### src/rtl/sr_updown_counter_n.sv
// sr_updown_counter_n: parametrised up/down counter with programmable modulus,
// synchronous parallel load, wrap/saturate selection and a sticky range flag.
// A raw step_in level is synchronised and edge-detected on clk.
// Count storage is modelled as per-bit SR cells driven from a next-state vector.
module sr_updown_counter_n #(
  parameter int WIDTH       = 8,
  parameter int MODULUS     = 256,
  parameter int SYNC_STAGES = 2
) (
  input  logic             clk,
  input  logic             rst_n,
  input  logic             step_in,
  input  logic             up,
  input  logic             load,
  input  logic [WIDTH-1:0] d,
  input  logic             sat_mode,
  input  logic             clr_ovf,
  output logic [WIDTH-1:0] q,
  output logic             tc,
  output logic             ovf,
  output logic             step_pulse
);

  localparam logic [WIDTH-1:0] MAX_VAL = WIDTH'(MODULUS - 1);

  logic [SYNC_STAGES-1:0] sync_q, sync_d;
  // Warm-up shift register: becomes all ones SYNC_STAGES+1 edges after reset.
  // Until then the history flop has not absorbed a real synchronised sample,
  // so a level already high at reset release must not look like a rising edge.
  logic [SYNC_STAGES:0]   vld_q, vld_d;
  logic                   hist_q, hist_d;
  logic                   step_pulse_q, step_pulse_d;
  logic [WIDTH-1:0]       count_q, count_d;
  logic                   ovf_q, ovf_d;

  logic                   step;
  logic                   ovf_evt;
  logic [WIDTH-1:0]       next_cnt;
  logic [WIDTH-1:0]       set_bits;
  logic [WIDTH-1:0]       rst_bits;

  // Synchroniser shift, edge-detect history and warm-up tracking.
  always_comb begin
    sync_d       = {sync_q[SYNC_STAGES-2:0], step_in};
    hist_d       = sync_q[SYNC_STAGES-1];
    vld_d        = {vld_q[SYNC_STAGES-1:0], 1'b1};
    step         = sync_q[SYNC_STAGES-1] & ~hist_q & vld_q[SYNC_STAGES];
    step_pulse_d = step;
  end

  // Next count: load beats step beats hold; range ends wrap or saturate.
  always_comb begin
    next_cnt = count_q;
    ovf_evt  = 1'b0;
    if (load) begin
      if (d > MAX_VAL) begin
        next_cnt = MAX_VAL;
        ovf_evt  = 1'b1;
      end else begin
        next_cnt = d;
      end
    end else if (step) begin
      if (up) begin
        if (count_q == MAX_VAL) begin
          ovf_evt  = 1'b1;
          next_cnt = sat_mode ? count_q : '0;
        end else begin
          next_cnt = count_q + 1'b1;
        end
      end else begin
        if (count_q == '0) begin
          ovf_evt  = 1'b1;
          next_cnt = sat_mode ? count_q : MAX_VAL;
        end else begin
          next_cnt = count_q - 1'b1;
        end
      end
    end
    // A set event on the same edge as a clear keeps the flag high.
    ovf_d = ovf_evt | (ovf_q & ~clr_ovf);
  end

  // Per-bit SR cells: set drives a 0 bit to 1, reset drives a 1 bit to 0.
  assign set_bits = next_cnt & ~count_q;
  assign rst_bits = ~next_cnt & count_q;

  generate
    for (genvar gi = 0; gi < WIDTH; gi++) begin : g_sr_cell
      assign count_d[gi] = set_bits[gi] ? 1'b1 :
                           rst_bits[gi] ? 1'b0 : count_q[gi];
    end
  endgenerate

  // State registers, asynchronously cleared.
  always_ff @(posedge clk or negedge rst_n) begin
    if (!rst_n) begin
      sync_q       <= '0;
      vld_q        <= '0;
      hist_q       <= 1'b0;
      step_pulse_q <= 1'b0;
      count_q      <= '0;
      ovf_q        <= 1'b0;
    end else begin
      sync_q       <= sync_d;
      vld_q        <= vld_d;
      hist_q       <= hist_d;
      step_pulse_q <= step_pulse_d;
      count_q      <= count_d;
      ovf_q        <= ovf_d;
    end
  end

  assign q          = count_q;
  assign ovf        = ovf_q;
  assign step_pulse = step_pulse_q;
  assign tc         = (up && (count_q == MAX_VAL)) || (!up && (count_q == '0));

  // Invariants of the counter.
  a_range : assert property (@(posedge clk) disable iff (!rst_n) count_q <= MAX_VAL);
  a_sr    : assert property (@(posedge clk) disable iff (!rst_n) (set_bits & rst_bits) == '0);
  a_pulse : assert property (@(posedge clk) disable iff (!rst_n) step_pulse_q |=> !step_pulse_q);
  a_nox   : assert property (@(posedge clk) disable iff (!rst_n)
                             !$isunknown({count_q, tc, ovf_q, step_pulse_q}));

endmodule
### config.mk
export PLATFORM = sky130hd
export DESIGN_NAME = sr_updown_counter_n
export DESIGN_NICKNAME = d
export VERILOG_FILES = /design/src/rtl/sr_updown_counter_n.sv
export SDC_FILE = /design/constraint.sdc
export NUM_CORES = 1
export LEC_CHECK = 0
export BUFFER_PORTS_ARGS = -buffer_cell sky130_fd_sc_hd__buf_4
export CAP_MARGIN = 20
export CORE_MARGIN = 8
export CORE_UTILIZATION = 40
export DETAILED_ROUTE_END_ITERATION = 7
export GPL_ROUTABILITY_DRIVEN = 1
export GPL_TIMING_DRIVEN = 0
export MAX_ROUTING_LAYER = met4
export PLACE_DENSITY = 0.67
export SYNTH_ARGS = -nofsm -noshare
export SYNTH_HDL_FRONTEND = slang
export SYNTH_SLANG_ARGS = --single-unit
### constraint.sdc
create_clock -name clk -period 2.9 [get_ports clk]
set_input_delay 0.29 -clock clk [delete_from_list [all_inputs] [get_ports clk]]
set_output_delay 0.29 -clock clk [all_outputs]
set_load 0.01 [all_outputs]
* Yosys cells after proc, flatten, opt, wreduce, memory -nomap -nowiden
Index checks and enable logic that the tools add are counted.
Word-level totals: flip-flop bits (word level) 16, bits of input ports 15, word-level logic and storage cells 70, output and inout port bits 11
Operators by class: reduce and logical (&&, ||, !) cells 13, equality and inequality tests 1, multiplexer cells 30, order comparisons 1, add/subtract/negate cells 2, bitwise operators 10
Operators with widths (count):
- $mux W8 | 8
- $mux W1 | 22
- $and A8 B8 Y8 | 2
- $not A8 Y8 | 2
- $reduce_bool A2 Y1 | 8
- $add A8 B1 Y8 const B | 1
- $eq A8 B8 Y1 const B | 1
- $gt A8 B8 Y1 const B | 1
- $logic_not A8 Y1 | 1
- $sub A8 B1 Y8 const B | 1
- $and A1 B1 Y1 | 3
- $logic_and A1 B1 Y1 | 2
- $not A1 Y1 | 2
- $logic_not A1 Y1 | 1
- $logic_or A1 B1 Y1 | 1
- $or A1 B1 Y1 | 1

* Depth between registers and ports, before layout
Gate-level depths: netlist of the first run.
depth after elaboration 9, mapped depth 9, gate-level depth less buffers 8

* Worst setup path before layout of the first run
OpenSTA, ideal clock, no wires.
path type register to register, from reg count_q[0] (netlist: q[0]), to reg count_q[2] (netlist: q[2]), setup slack 246 ps, stages on the path, launching flop included 10, required time 2775 ps, data arrival time 2529 ps, cells stage by stage dfrtp_1 clkbuf_1 inv_1 ha_1 or4b_4 o31ai_2 o221ai_1 a31o_1 ha_1 mux2_2
On the way: longest elaborated chain between the ends 8, elaborated cells between the ends (all ways) 14
Ends and longest elaborated chain:
- start, declared | RTL line 33 | logic [WIDTH-1:0] count_q, count_d;
- start signal, assigned | RTL line 108 | count_q <= count_d;
- $sub A8 B1 Y8, or another cell as far along | RTL line 75 | next_cnt = count_q - 1'b1;
- $mux W8, on equally long branches | RTL line 71, 64
- $mux W8 (*) | RTL line 63 | if (up) begin
- $mux W8 (*) | RTL line 62 | end else if (step) begin
- $mux W8 (*) | RTL line 55 | if (load) begin
- $not A8 Y8 | RTL line 85 | assign rst_bits = ~next_cnt & count_q;
- $and A8 B8 Y8 | RTL line 85
- $reduce_bool A2 Y1 (no line)
Every way passes the cells marked *; elsewhere a longest branch is shown, timed or not. A chain may end at the register's enable or synchronous reset.

* Worst setup path after layout of the first run
from reg count_q[1] (netlist: q[1]), to reg count_q[2] (netlist: q[2])
The elaborated chain is that of the path after synthesis.

==> metrics.md, run 1 <==
| Metric | Value |
|---|---|
| Slowest Stage Delay on Critical Path | 500 ps |
| Yosys top cell area share | 27.1% |
| Dpl cells | 238 |
| Worst Setup SP | q[1]$_DFFE_PN0P_ |
| Sequential area share after synthesis | 27.1% |
| Count leader, synth | dfrtp_1 |
| Root Driver | clkbuf_8 |
| Largest family of logic cells by synthesized area | compound AO/OA/AOI/OAI gates |
| Hold endpoint | sync_q[0]$_DFF_PN0_ |
| Hold WS | 150 ps |
| DR iter-0 viols | 84 |
| Worst-Margin Slew | 580 ps |
| Async SR Flop Fraction | 100% |
| Num CTS Buffers | 3 |
| Initial antenna violation count | 0 |
| CTS tree | done |
| GRT overflow | 0 |
| R2r endpoint | q[2]$_DFFE_PN0P_ |
| Die ar. | 5900 µm² |
| Xor-xnor portion of the synthesized cell area | 0.592% |
| FF-to-FF Start | q[1]$_DFFE_PN0P_ |
| DRC errors left | 0 |
| Syn-to-layout area delta | 21.8% |
| Site Rows | 22 |
| Antenna diodes | 0 |
| Vias per Instance | 5.91 |
| Power Density | 855 nW/µm² |
| Post-Syn Instances | 168 |
| Worst-path maximum fanout | 9 |
| Max-cap violation count | 0 |
| Synth Area in Compound Gates | 26.5% |
| Arr. time, crit path | 2940 ps |
| Starting density of the core | 41.0% |
| CTS H-tree lvls | 1 |
| Relative slew margins | 61.1% |
| Worst path required time | 3040 ps |
| Yosys reg bits | 16 |
| Place WS | 25.1 ps |
| Number of setup violations in the final report | 0 |
| Die Wd | 76.8 µm |
| PortBufs | 22 |
| Final worst path period share | 96.5% |
| R2R depth | 9 |
| Post-synth EDFFs | 0 |
| Clock sink count | 16 |
| Ys flop type | dfrtp_1 |
| Vias in the first global route | 1483 |
| First-pass GRT wire length | 7020 µm |
| Finished Cell Area | 1800 µm² |
| WL/cell | 17.3 µm |
| Final Power | 1.54 mW |
| Min cycle time layout | 2800 ps |
| Clock Pin Slew Worst Setup and Hold Paths | 70 ps |
| Util after Layout | 50.0% |
| Post-synth top area cell | dfrtp_1 |
| Setup WS post-layout | 103 ps |
| Critical path class | register to register |
| HP Class | primary input to register |
| Slowest CP cell | or4b_4 |
| Top cells by count, synth | dfrtp_1, inv_1, ha_1, nand2_1 |
| Top cells by area, synth | dfrtp_1, ha_1, mux2_2 |
| Hold Path Origin | step_in |
| Skew final | 8.34 ps |
| Synth cell types | 57 |
| Post-synthesis simple-gate area fraction | 20.1% |
| Worst IR Drop VDD | 0.000384 V |
| Area of the core | 3610 µm² |
| Post-Synthesis Cell Area | 1480 µm² |
| Max frequency | 357 MHz |
| Vias | 1453 |
| Largest net degree at the start of global routing | 17 |
| DP HPWL | 3160 µm |
| Synth warn | 0 |
| Final hold vios | 0 |
| Worst R2R Setup Slack | 100 ps |
| P_leak | 0.802 nW |
| GPL Wtd Cong | 0.918 |
| Adder-cell share of the synthesized area | 9.31% |
| Mean Syn Cell Area | 8.80 µm² |
| Clock Latency Late Sink | 250 ps |
| Final slew viol count | 0 |
| Status | finished clean |
| Post-DP Area | 1700 µm² |
| DRT Pass-1 Iters | 4 |
| Fillers | 351 |
| # IOs | 26 |
| RSZ-0062 raised after global routing | no |
| Busiest layer in global routing | met2 |
| Die height | 76.8 µm |
| Clk buf depth | 2 |
| Share of layout cells above drive strength 1 | 28.8% |
| Crit end category | register |
| WL final | 4250 µm |
| Final antenna-violating net count | 0 |
| WHS Path Cells | 1 |
| Met3 usage | 2.33% |
| Final net count | 225 |
| Setup TNS | 0 ps |
| Routing usage on met1 | 19.2% |
| Finished Layout Cells | 246 |
| Multiplexer share of the synthesized area | 8.12% |
| Critical-path cell list | clkbuf_2, inv_1, ha_2, or4b_4, o31ai_2, o221ai_1, a31o_1, ha_1, mux2_2 |
| Met2 usage | 23.0% |
| Crit path launch type | register |
| Syn Nets | 194 |
| All-Layer GR Usage | 14.6% |
per-layer routing:
metal | share of wire, % | wire length [µm]
met5 | 0 | 0
met4 | 0.14 | 6
met3 | 6.3 | 266
met2 | 47 | 1990
met1 | 47 | 1990
cell usage in the layout, fill, tap and decap left out, types with 2 or more instances in the layout:
cell type and count:
a22o_1 2, nand3_1 7, a21oi_1 7, clkbuf_2 2
a21o_1 2, o211ai_1 4, nor2_1 4, a211oi_1 4
a41oi_1 2, dfrtp_1 16, buf_4 25, nor3_1 2
clkbuf_1 6, nand4_1 3, a31oi_1 4, buf_2 5
nand4b_1 2, inv_1 11, mux2_2 8, a31o_2 2
o21ai_0 5, mux2i_1 3, or3_1 2, clkbuf_8 4
nand2_1 10, nand2b_1 3, o2111ai_1 2, o31ai_1 6
ha_1 10
kinds of logic (layout without fill, tap and decap cells):
family / count (synthesis) / in the layout
compound gates: 53 / 53
simple gates: 47 / 47
buf+inv: 28 / 58
flops: 16 / 16
fa+ha+maj: 11 / 11
mux: 11 / 11
other cells: 1 / 1
xor+xnor: 1 / 1
registers in the layout, indices dropped and copies added, names as in the netlist:
register    cells
ovf             1
hist_q          1
sync_q          2
step_pulse      1
vld_q           3
q               8
worst max-delay path, delay by kind of cell (launching register included):
kind / cells / cell delay, ps
flip-flops: 1 / 400
AND/OR/NAND/NOR: 1 / 500
AO/OA/AOI/OAI: 3 / 620
multiplexers: 1 / 330
adder cells (fa/ha/maj): 2 / 490
buffers and inverters: 2 / 340
layout make-up:
class / count / area [µm²] / share of cell area, %
multi-input cells: 124 / 967 / 53.7
flip-flops and latches: 16 / 400 / 22.2
repair buffers: 26 / 198 / 11.0
plain buffers: 15 / 72.6 / 4.03
well taps: 48 / 60.1 / 3.33
clock buffers: 4 / 55.1 / 3.06
inverters: 13 / 48.8 / 2.71
power by group:
part	internal (mW)	switching (mW)	leakage [nW]
sequential	0.276	0.0563	0.200
combinational	0.469	0.536	0.572
clock	0.120	0.0821	0.0288
repair_timing:
item | in CTS | in global routing
endpoints found under the hold margin | 16 | 0
setup endpoints to repair | 1 | 5
hold buffers | 1 | 0
gates resized for setup | 0 | 7
buffers inserted | 3 | 0
how the worst max path moves through the flow:
stage	slack, ps	endpoint	cells past startpoint
final	100	q[2]$_DFFE_PN0P_	9
after global routing	20	q[2]$_DFFE_PN0P_	9
after CTS	9	q[4]$_DFFE_PN0P_	11
after detailed placement	30	q[2]$_DFFE_PN0P_	9
after global placement	10	q[1]$_DFFE_PN0P_	9
after floorplan	250	q[2]$_DFFE_PN0P_	9
No activity file was read; power rests on OpenSTA's default activity.
==> run 2: changes to the inputs <==
--- a/config.mk
+++ b/config.mk
@@ -5,6 +5,7 @@
 export SDC_FILE = /design/constraint.sdc
 export NUM_CORES = 1
 export LEC_CHECK = 0
+export ABC_AREA = 1
 export BUFFER_PORTS_ARGS = -buffer_cell sky130_fd_sc_hd__buf_4
 export CAP_MARGIN = 20
 export CORE_MARGIN = 8
@@ -13,7 +14,7 @@
 export GPL_ROUTABILITY_DRIVEN = 1
 export GPL_TIMING_DRIVEN = 0
 export MAX_ROUTING_LAYER = met4
-export PLACE_DENSITY = 0.67
+export PLACE_DENSITY = 0.68
 export SYNTH_ARGS = -nofsm -noshare
 export SYNTH_HDL_FRONTEND = slang
 export SYNTH_SLANG_ARGS = --single-unit
==> run 2 against run 1 <==
Effect of this change: critical path depth rose by 3; core utilization fell by 0.59 points; power fell by 6.9%; wire length fell by 16%; largest power group unchanged; critical endpoint is now q[3]$_DFFE_PN0P_.
==> metrics.md, run 2 <==
| Metric | Value |
|---|---|
| Share of layout cells above drive strength 1 | 16.0% |
| Status | finished clean |
| Clock sink count | 16 |
| DRC errors left | 0 |
| # IOs | 26 |
| Top cells by area, synth | dfrtp_1, nand2_1, ha_1 |
| Initial antenna violation count | 0 |
| Finished Layout Cells | 277 |
| Final slew viol count | 0 |
| Worst R2R Setup Slack | 370 ps |
| GRT overflow | 0 |
| Internal power | 735 µW |
| First-pass GRT wire length | 6290 µm |
| Critical path class | register to register |
| DRT Pass-1 Iters | 4 |
| Worst IR Drop VDD | 0.000271 V |
| Syn-to-layout area delta | 21.2% |
| FF-to-FF Start | q[0]$_DFFE_PN0P_ |
| Starting density of the core | 40.7% |
| Post-synth top area cell | dfrtp_1 |
| Final hold vios | 0 |
| Arr. time, crit path | 2740 ps |
| Num CTS Buffers | 3 |
| Vias per Instance | 5.14 |
| Max frequency | 396 MHz |
| Die ar. | 5450 µm² |
| Setup TNS | 0 ps |
| Clk buf depth | 2 |
| P_leak | 0.850 nW |
| Top cells by count, synth | nand2_1, nor2_1, a21oi_1, inv_1, nand3_1 |
| Worst Setup SP | q[0]$_DFFE_PN0P_ |
| Root Driver | clkbuf_4 |
| Largest net degree at the start of global routing | 17 |
| Final antenna-violating net count | 0 |
| Worst path required time | 3110 ps |
| Site Rows | 21 |
| Reg power frac | 27.1% |
| Skew final | 20.9 ps |
| Power Density | 884 nW/µm² |
| Synth warn | 0 |
| Vias | 1423 |
| Clock Latency Late Sink | 320 ps |
| RSZ-0062 raised after global routing | no |
| Min cycle time layout | 2530 ps |
| Max reg flops | 8 |
| CTS tree | done |
| DP HPWL | 2700 µm |
| Count leader, synth | nand2_1 |
| R2R depth | 12 |
| Yosys reg bits | 16 |
| Area of the core | 3280 µm² |
| Dpl cells | 272 |
| Crit path launch type | register |
| Worst-path maximum fanout | 8 |
| Register area | 400 µm² |
| Setup WS post-layout | 373 ps |
| Post-CTS sizing | 0 |
| Antenna diodes | 0 |
| Util after Layout | 49.4% |
| Place WS | 405 ps |
| Final net count | 258 |
| Fillers | 339 |
| Area of the multi-input gates | 827 µm² |
| Sequential area share after synthesis | 29.9% |
| Hold Path Origin | step_in |
| Clock Pin Slew Worst Setup and Hold Paths | 120 ps |
| Syn Nets | 228 |
| Crit end category | register |
| Die Wd | 73.8 µm |
| Most frequent cells in the layout | nand2_1, nor2_1, a21oi_1, buf_4, inv_1 |
| Post-Syn Instances | 202 |
| Power share of the clock group | 11.4% |
| Switching pwr | 699 µW |
| HP Class | primary input to register |
| PortBufs | 24 |
| WHS Path Cells | 1 |
| Ys flop type | dfrtp_1 |
| Final worst path period share | 87.1% |
| Number of setup violations in the final report | 0 |
| CTS H-tree lvls | 1 |
| Async SR Flop Fraction | 100% |
| Logic pwr share | 61.6% |
| Max-cap violation count | 0 |
| Post-Synthesis Cell Area | 1340 µm² |
| WL/cell | 12.9 µm |
| WL final | 3560 µm |
| Mean Syn Cell Area | 6.62 µm² |
| All-Layer GR Usage | 15.1% |
| Commonest non-fill, non-tap cell in the layout | nand2_1 |
| Synth cell types | 24 |
| Die height | 73.8 µm |
| Post-synth EDFFs | 0 |
| Yosys top cell area share | 29.9% |
| DR iter-0 viols | 97 |
| GPL Wtd Cong | 0.899 |
| Hold WS | 93.3 ps |
| Vias in the first global route | 1380 |
| Switching Share | 48.8% |
run 2: cell count changes after synthesis, sizes merged, moves of 5 or more:
| cell | previous run | this run |
|---|---|---|
| nand2 | 10 | 59 |
| nor2 | 4 | 26 |
| a21oi | 7 | 24 |
| nand3 | 7 | 17 |
| inv | 12 | 21 |
| mux2 | 8 | 0 |
| clkbuf | 8 | 1 |
| o31ai | 7 | 0 |
| a211oi | 5 | 0 |
run 2: final cells by class:
class | count | share of cell area [%]
tap | 46 | 3.55
timing repair buffer | 25 | 11.7
inverter | 21 | 4.86
sequential | 16 | 24.7
clock buffer | 4 | 2.24
multi-input combinational | 161 | 51.0
buffer | 4 | 1.93
run 2: critical path, stage by stage (launching register included):
cell and delay [ps]:
dfrtp_1 430, inv_1 230, ha_1 200, inv_1 40, nor3_1 310, nand4_1 390, nand3_1 190, nand3_1 90
nand2_1 80, nand2_1 60, ha_1 280, nor2_1 90, a21oi_1 50
run 2: cell families after synthesis:
kind of cell    share of synthesized area [%]
compound gates                           13.4
xor+xnor                                 1.96
buf+inv                                  8.23
fa+ha+maj                                10.3
other cells                             0.280
flops                                    29.9
simple gates                             35.9
run 2: per-stage QoR:
stage / power [mW] / area [µm²]
finish: 1.43 / 1620
global route: 1.61 / 1620
CTS: 1.44 / 1620
detailed placement: 1.27 / 1580
global placement: 1.25 / 1580
floorplan: 1.01 / 1340
run 2: worst paths after layout:
| check | end |
|---|---|
| setup / recovery | q[3]$_DFFE_PN0P_ |
| hold / removal | sync_q[0]$_DFF_PN0_ |
| setup reg to reg | q[3]$_DFFE_PN0P_ |
| hold reg to reg | vld_q[2]$_DFF_PN0_ |
| max in group asynchronous | q[0]$_DFFE_PN0P_ |
| min in group asynchronous | q[6]$_DFFE_PN0P_ |
run 2: timing repair:
action | 4_1_cts | 5_1_grt
endpoints found under the setup margin | 0 | 0
hold endpoints to repair | 16 | 0
setup buffers | 0 | 0
hold buffers | 1 | 0
run 2: routing by layer:
metal / track usage [%] / vias up / part of all wire (%)
met3: 1.50 / 5 / 4.4
met1: 17.9 / 663 / 47
met5: - / - / 0
li1: - / 713 / -
met2: 25.0 / 42 / 47
met4: 7.32 / 0 / 2.1
run 2: power by group through the flow:
stage               clock network (mW)  registers (mW)  logic [mW]
finish                           0.163           0.388       0.882
CTS                              0.165           0.387       0.886
detailed placement                   0           0.391       0.881
floorplan                            0           0.394       0.619
global route                     0.174           0.403        1.03
global placement                     0           0.391       0.859
